[config.mk]
export PLATFORM = sky130hd
export DESIGN_NAME = mult_arbiter_flat
export DESIGN_NICKNAME = d
export VERILOG_FILES = /design/src/rtl/mult_arbiter_if.sv /design/src/rtl/mult_arbiter.sv /design/src/flat_wrapper.sv
export SDC_FILE = /design/constraint.sdc
export NUM_CORES = 1
export LEC_CHECK = 0
export ABC_AREA = 1
export BUFFER_PORTS_ARGS = -buffer_cell sky130_fd_sc_hd__buf_2
export CORE_ASPECT_RATIO = 1.5
export CORE_MARGIN = 5
export CORE_UTILIZATION = 34
export DETAILED_ROUTE_END_ITERATION = 12
export SLEW_MARGIN = 10
export SYNTH_ARGS = -nofsm -noshare
export SYNTH_HDL_FRONTEND = slang
export SYNTH_SLANG_ARGS = --single-unit
export TNS_END_PERCENT = 50
[constraint.sdc]
create_clock -name clk -period 3.85 [get_ports clk]
set_clock_uncertainty 0.1 [all_clocks]
set_input_delay 0.1925 -clock clk [delete_from_list [all_inputs] [get_ports clk]]
set_output_delay 0.1925 -clock clk [all_outputs]
set_load 0.005 [all_outputs]
[src/rtl/mult_arbiter_if.sv]
// Bundle of requester handshakes and shared-multiplier connections for mult_arbiter.
// The slave side is the arbiter; the master side is the surrounding environment
// (requesters plus the shared multiplier).
interface mult_arbiter_if #(
  parameter int NREQ = 4
);
  logic [NREQ-1:0]    req_valid;
  logic [16*NREQ-1:0] req_x;
  logic [16*NREQ-1:0] req_y;
  logic [NREQ-1:0]    req_ready;
  logic [NREQ-1:0]    rsp_valid;
  logic [NREQ-1:0]    rsp_ready;
  logic [31:0]        rsp_mult;
  logic [15:0]        m_x;
  logic [15:0]        m_y;
  logic               m_start;
  logic [31:0]        m_mult;
  logic               busy;

  modport slave (
    input  req_valid, req_x, req_y, rsp_ready, m_mult,
    output req_ready, rsp_valid, rsp_mult, m_x, m_y, m_start, busy
  );

  modport master (
    output req_valid, req_x, req_y, rsp_ready, m_mult,
    input  req_ready, rsp_valid, rsp_mult, m_x, m_y, m_start, busy
  );
endinterface

[src/rtl/mult_arbiter.sv]
// Round-robin scheduler sharing one fixed-latency 16x16 multiplier between NREQ
// requesters. One transaction in flight; zero operands bypass the multiplier.
module mult_arbiter #(
  parameter int NREQ     = 4,
  parameter int MULT_LAT = 40
) (
  input  logic          clk,
  input  logic          rst,
  mult_arbiter_if.slave bus
);

  localparam int IDW = (NREQ > 1) ? $clog2(NREQ) : 1;
  localparam int CW  = $clog2(MULT_LAT + 1);

  typedef enum logic [1:0] {IDLE, ISSUE, WAIT, RESP} state_t;

  state_t          state;
  logic [IDW-1:0]  last;
  logic [IDW-1:0]  own;
  logic [CW-1:0]   cnt;
  logic [31:0]     result;
  logic [15:0]     m_x_r;
  logic [15:0]     m_y_r;
  logic            m_start_r;
  logic [NREQ-1:0] rsp_valid_r;
  logic            busy_r;

  logic            found;
  logic [IDW-1:0]  winner;
  logic [15:0]     x_sel;
  logic [15:0]     y_sel;

  // Round-robin search starting just after the last served requester.
  always_comb begin
    found  = 1'b0;
    winner = '0;
    for (int k = 1; k <= NREQ; k++) begin
      if (!found && bus.req_valid[IDW'((int'(last) + k) % NREQ)]) begin
        found  = 1'b1;
        winner = IDW'((int'(last) + k) % NREQ);
      end
    end
  end

  // Acceptance strobe is combinational so the winner sees ready in its request cycle.
  always_comb begin
    bus.req_ready = '0;
    if (!rst && state == IDLE && found) bus.req_ready[winner] = 1'b1;
  end

  assign x_sel = bus.req_x[16*winner +: 16];
  assign y_sel = bus.req_y[16*winner +: 16];

  // Transaction FSM: arbitrate, pulse the multiplier, time its latency, return the product.
  always_ff @(posedge clk) begin
    if (rst) begin
      state       <= IDLE;
      last        <= IDW'(NREQ - 1);
      own         <= '0;
      cnt         <= '0;
      result      <= '0;
      m_x_r       <= '0;
      m_y_r       <= '0;
      m_start_r   <= 1'b0;
      rsp_valid_r <= '0;
      busy_r      <= 1'b0;
    end else begin
      case (state)
        IDLE: begin
          if (found) begin
            own    <= winner;
            last   <= winner;
            busy_r <= 1'b1;
            if (x_sel == 16'd0 || y_sel == 16'd0) begin
              result      <= '0;
              rsp_valid_r <= NREQ'(1) << winner;
              state       <= RESP;
            end else begin
              m_x_r     <= x_sel;
              m_y_r     <= y_sel;
              m_start_r <= 1'b1;
              state     <= ISSUE;
            end
          end
        end
        ISSUE: begin
          m_start_r <= 1'b0;
          cnt       <= CW'(MULT_LAT);
          state     <= WAIT;
        end
        WAIT: begin
          cnt <= cnt - 1'b1;
          if (cnt == CW'(1)) begin
            result      <= bus.m_mult;
            rsp_valid_r <= NREQ'(1) << own;
            state       <= RESP;
          end
        end
        RESP: begin
          if (bus.rsp_ready[own]) begin
            rsp_valid_r <= '0;
            busy_r      <= 1'b0;
            state       <= IDLE;
          end
        end
        default: state <= IDLE;
      endcase
    end
  end

  assign bus.m_x       = m_x_r;
  assign bus.m_y       = m_y_r;
  assign bus.m_start   = m_start_r;
  assign bus.rsp_valid = rsp_valid_r;
  assign bus.rsp_mult  = result;
  assign bus.busy      = busy_r;

endmodule

[src/flat_wrapper.sv]
// flat-port wrapper written by rule: the top's interface ports become plain ports
module mult_arbiter_flat 
#(
  parameter int NREQ     = 4,
  parameter int MULT_LAT = 40
)
  (clk, rst, bus_req_valid, bus_req_x, bus_req_y, bus_rsp_ready, bus_m_mult, bus_req_ready, bus_rsp_valid, bus_rsp_mult, bus_m_x, bus_m_y, bus_m_start, bus_busy);
  mult_arbiter_if #(.NREQ(NREQ)) bus_i ();
  input  logic clk;
  input  logic rst;
  input wire logic [$bits(bus_i.req_valid)-1:0] bus_req_valid;
  input wire logic [$bits(bus_i.req_x)-1:0] bus_req_x;
  input wire logic [$bits(bus_i.req_y)-1:0] bus_req_y;
  input wire logic [$bits(bus_i.rsp_ready)-1:0] bus_rsp_ready;
  input wire logic [$bits(bus_i.m_mult)-1:0] bus_m_mult;
  output wire logic [$bits(bus_i.req_ready)-1:0] bus_req_ready;
  output wire logic [$bits(bus_i.rsp_valid)-1:0] bus_rsp_valid;
  output wire logic [$bits(bus_i.rsp_mult)-1:0] bus_rsp_mult;
  output wire logic [$bits(bus_i.m_x)-1:0] bus_m_x;
  output wire logic [$bits(bus_i.m_y)-1:0] bus_m_y;
  output wire logic [$bits(bus_i.m_start)-1:0] bus_m_start;
  output wire logic [$bits(bus_i.busy)-1:0] bus_busy;
  assign bus_i.req_valid = bus_req_valid;
  assign bus_i.req_x = bus_req_x;
  assign bus_i.req_y = bus_req_y;
  assign bus_i.rsp_ready = bus_rsp_ready;
  assign bus_i.m_mult = bus_m_mult;
  assign bus_req_ready = bus_i.req_ready;
  assign bus_rsp_valid = bus_i.rsp_valid;
  assign bus_rsp_mult = bus_i.rsp_mult;
  assign bus_m_x = bus_i.m_x;
  assign bus_m_y = bus_i.m_y;
  assign bus_m_start = bus_i.m_start;
  assign bus_busy = bus_i.busy;
  mult_arbiter #(.NREQ(NREQ), .MULT_LAT(MULT_LAT)) u_core (.clk(clk), .rst(rst), .bus(bus_i));
endmodule
==> impl_summary.txt <==
----------------------------------------------------
[Floorplan]
  Core Box Area ... 0.0156 mm²
  Overall die height ... 164 µm
  Starting Density ... 34.6%
  Area of the die ... 0.0186 mm²
  Floorplan die width ... 113 µm
  I/O Pins ... 244
  Standard-cell rows ... 56

[Timing]
  Total Neg Setup Slack ... 0 ns
  Slew Limit Fails ... 0
  Crit share post-route ... 88.5%
  Min setup slack post-route ... 0.443 ns
  Slew at the pin with the worst max-slew slack ... 0.741 ns
  Final hold violation count ... 0
  Finish-stage setup viols ... 0
  RSZ-0062 raised after global routing ... false
  Max Freq ... 293 MHz
  Post-layout minimum cycle time ... 3.41 ns
  Max_slew headroom ... 50.6%

[Placed design]
  Post-Place Cells ... 1361
  Routability congestion estimate ... 0.851
  Worst slack after detailed placement ... 0.216 ns
  Number of port buffers ... 243
  HPWL reported at the end of detailed placement ... 13900 µm

[Clock network]
  CTS tree ... built
  Number of clock sinks ... 82
  Max Buffers Root-to-Sink ... 2
  Number of H-tree levels ... 3
  Clock root buffer master ... clkbuf_16
  CTS clk-pin slew, worst paths ... 0.06 ns
  Number of setup buffers added after CTS ... 0
  Quantity of hold-fixing buffers added after cts ... 0
  Clock latency on the worst-skew pair ... 0.33 ns
  Number of clock buffers inserted by TritonCTS ... 9

[Global routing]
  Remaining Overflow, GRT ... 0
  Initial antenna violation count ... 0
  Pin count of the biggest net entering global routing ... 65
  Overall fraction of global-route tracks in use ... 18.6%
  Global-route wire length before repair ... 28100 µm
  Vias in the first global route ... 5767

[Synthesis]
  Flops & latches, synth ... 82
  Library cells used by synthesis ... 34
  Gate count of the mapped netlist ... 957
  Sequential share of the synthesized area ... 30.4%
  Number of nets in the synthesized netlist ... 1133
  Post-synth design cell area ... 0.00540 mm²
  Avg Inst Size Synth ... 5.65 µm²
  Synth warnings ... 0

[Worst setup path]
  Signal arrival time at the worst endpoint ... 3.54 ns
  Worst Reg-to-Reg Cells ... 24
  Nature of the critical path endpoint ... flip-flop
  Required time of the critical path ... 3.98 ns
  R2R Path Start ... u_core.last[1]$_SDFFE_PP1P_
  Critical Setup Path Class ... flip-flop to flip-flop
  Category of the worst setup path launch point ... flip-flop
  Launch point of the worst path ... u_core.last[1]$_SDFFE_PP1P_
  Critical path peak fanout ... 46
  Reg2Reg Setup Slack ... 0.44 ns
  Worst reg2reg endpoint ... u_core.bus.rsp_mult[19]$_SDFFE_PP0P_

[Worst hold path]
  Sink of the worst hold path ... u_core.bus.rsp_mult[4]$_SDFFE_PP0P_
  Hold crit path type ... primary input to flip-flop
  Number of cells traversed by the worst hold path ... 5
  Startpoint of the most critical hold path ... bus_m_mult[4]

[Finish]
  Ant diodes ... 0
  Final Instance Count excl. Fillers ... 1378
  Layout cells sized above 1 ... 25.0%
  Most common library cell in the layout ignoring fill and taps ... nand2_1
  Final net count ... 1346
  Post-Route Utilization ... 45.3%
  Commonest cells after routing, fill and taps aside ... nand2_1 (464), buf_2 (243), nor2_1 (103)
  Layout-stage area growth over the synthesis result ... 30.9%

[Power]
  Pwr Density ... 979 mW/mm²
  Leak Pwr ... 4.28 nW
  Peak supply drop ... 0.000567 V

[Detailed routing]
  Wirelength per Cell ... 13.0 µm
  1st-pass router iterations ... 4
  Antenna Violating Nets Remaining ... 0
  DR iter-0 viols ... 350
  DRC ... 0
  Via density per instance ... 4.58
  Total number of vias ... 6306
  Total wire length after detailed routing ... 18000 µm

[Job]
  Max-cap violations ... 0

[Outcome]
  Status ... finished clean

----------------------------------------------------
## power by group
part / internal (W) / total, W / switching, W
clock: 0.000620 / 0.000965 / 0.000345
combinational: 0.00161 / 0.00471 / 0.00310
sequential: 0.00110 / 0.00124 / 0.000139
total: 0.00333 / 0.00692 / 0.00359
## metrics by stage
step                      instance area, µm²  hold slack (ns)  power, W
after floorplan                         5400            0.308   0.00480
after global placement                  6710            0.347   0.00593
after detailed placement                6710            0.350   0.00595
after CTS                               7050           0.0437   0.00694
after global routing                    7070           0.0618   0.00772
final                                   7070           0.0622   0.00692
## sequential cells by signal (all words and copies together) (netlist names)
| signal | count |
|---|---|
| u_core.bus.busy | 1 |
| u_core.bus.m_start | 1 |
| u_core.bus.m_x | 16 |
| u_core.bus.m_y | 16 |
| u_core.bus.rsp_mult | 32 |
| u_core.bus.rsp_valid | 4 |
| u_core.cnt | 6 |
| u_core.last | 2 |
| u_core.own | 2 |
| u_core.state | 2 |
## worst max-delay path by stage
stage,slack [ns],cells after the start,endpoint
final,0.44,24,u_core.bus.rsp_mult[19]$_SDFFE_PP0P_
after global routing,0.02,22,u_core.bus.m_start$_SDFFE_PP0P_
after CTS,0.20,22,u_core.bus.rsp_mult[13]$_SDFFE_PP0P_
after detailed placement,0.22,21,u_core.bus.rsp_mult[2]$_SDFFE_PP0P_
after global placement,0.33,24,u_core.bus.rsp_mult[15]$_SDFFE_PP0P_
after floorplan,1.20,24,u_core.bus.rsp_mult[11]$_SDFFE_PP0P_
## timing repair
action	in CTS	in global routing
endpoints found under the hold margin	0	0
resized for setup	0	3
setup endpoints to repair	0	59
## routing by layer
metal  routed length, µm  global-route usage, %  share of wire [%]  up-vias
met5                   0                      0                  0        -
met4                 393                   6.07                2.2        0
met3                1270                   4.51                7.0       22
met2                8600                   31.3                 48      225
met1                7690                   23.3                 43     2688
li1                    -                      -                  -     3371
## cell families (layout without fill, tap and decap cells)
family / count (synthesis) / count (layout) / share of synthesized area (%)
fa+ha+maj: 6 / 6 / 1.39
buf+inv: 152 / 369 / 12.4
compound gates: 58 / 58 / 5.70
flops: 82 / 82 / 30.4
simple gates: 658 / 659 / 50.0
xor+xnor: 1 / 1 / 0.162
## critical path, cell delays in order (launching register included)
cell	delay [ns]
dfxtp_1	0.44
inv_2	0.09
nand2_1	0.09
nand2_2	0.07
nand2_2	0.08
nand2_1	0.09
inv_2	0.07
nand2_1	0.05
nand2_1	0.12
nand2_1	0.12
nor2_4	0.14
buf_12	0.21
nand2_1	0.07
nand2_1	0.07
nand2_1	0.05
nand2_1	0.12
nor2_1	0.05
nand2_1	0.06
nor2_1	0.05
nand2_2	0.25
nand3_4	0.26
nand2_4	0.38
nand2_1	0.10
nand2_1	0.08
nor2_1	0.04
## final cells by class
| class | instances | area, µm² |
|---|---|---|
| Clock inverter | 4 | 72.6 |
| Inverter | 95 | 359 |
| Multi-Input combinational cell | 724 | 3120 |
| Sequential cell | 82 | 1640 |
| Timing Repair Buffer | 258 | 1350 |
| Clock buffer | 12 | 267 |
| Tap cell | 203 | 254 |
| Fill cell | 1742 | 8550 |
## Yosys cell counts
| cell type | instances | area share [%] |
|---|---|---|
| nor4_1 | 1 | 0.12 |
| clkbuf_1 | 26 | 1.8 |
| a21boi_0 | 1 | 0.14 |
| o21ai_1 | 1 | 0.093 |
| nor3_1 | 6 | 0.56 |
| a21oi_1 | 44 | 4.1 |
| a31oi_1 | 3 | 0.35 |
| buf_4 | 6 | 0.83 |
| inv_4 | 1 | 0.12 |
| nor2_1 | 103 | 7.2 |
| nand3b_1 | 2 | 0.28 |
| a21oi_2 | 1 | 0.16 |
| o211ai_1 | 2 | 0.28 |
| dfxtp_1 | 82 | 30 |
| nand2_2 | 5 | 0.58 |
| clkinv_1 | 1 | 0.069 |
| nand3_2 | 3 | 0.56 |
| buf_6 | 8 | 1.7 |
| xor2_1 | 1 | 0.16 |
| a211oi_1 | 1 | 0.14 |
| nand2_4 | 1 | 0.21 |
| buf_1 | 6 | 0.42 |
| buf_2 | 11 | 1.0 |
| inv_1 | 90 | 6.3 |
| nor2_2 | 2 | 0.23 |
| ha_1 | 6 | 1.4 |
| o21ai_0 | 5 | 0.46 |
| inv_2 | 3 | 0.21 |
| nand4_1 | 53 | 6.1 |
| nand2_1 | 464 | 32 |
| nand3_1 | 15 | 1.4 |
| nand3_4 | 1 | 0.32 |
| or2_2 | 1 | 0.12 |
| or3_1 | 1 | 0.12 |
Power figures use the tool's default switching activity.
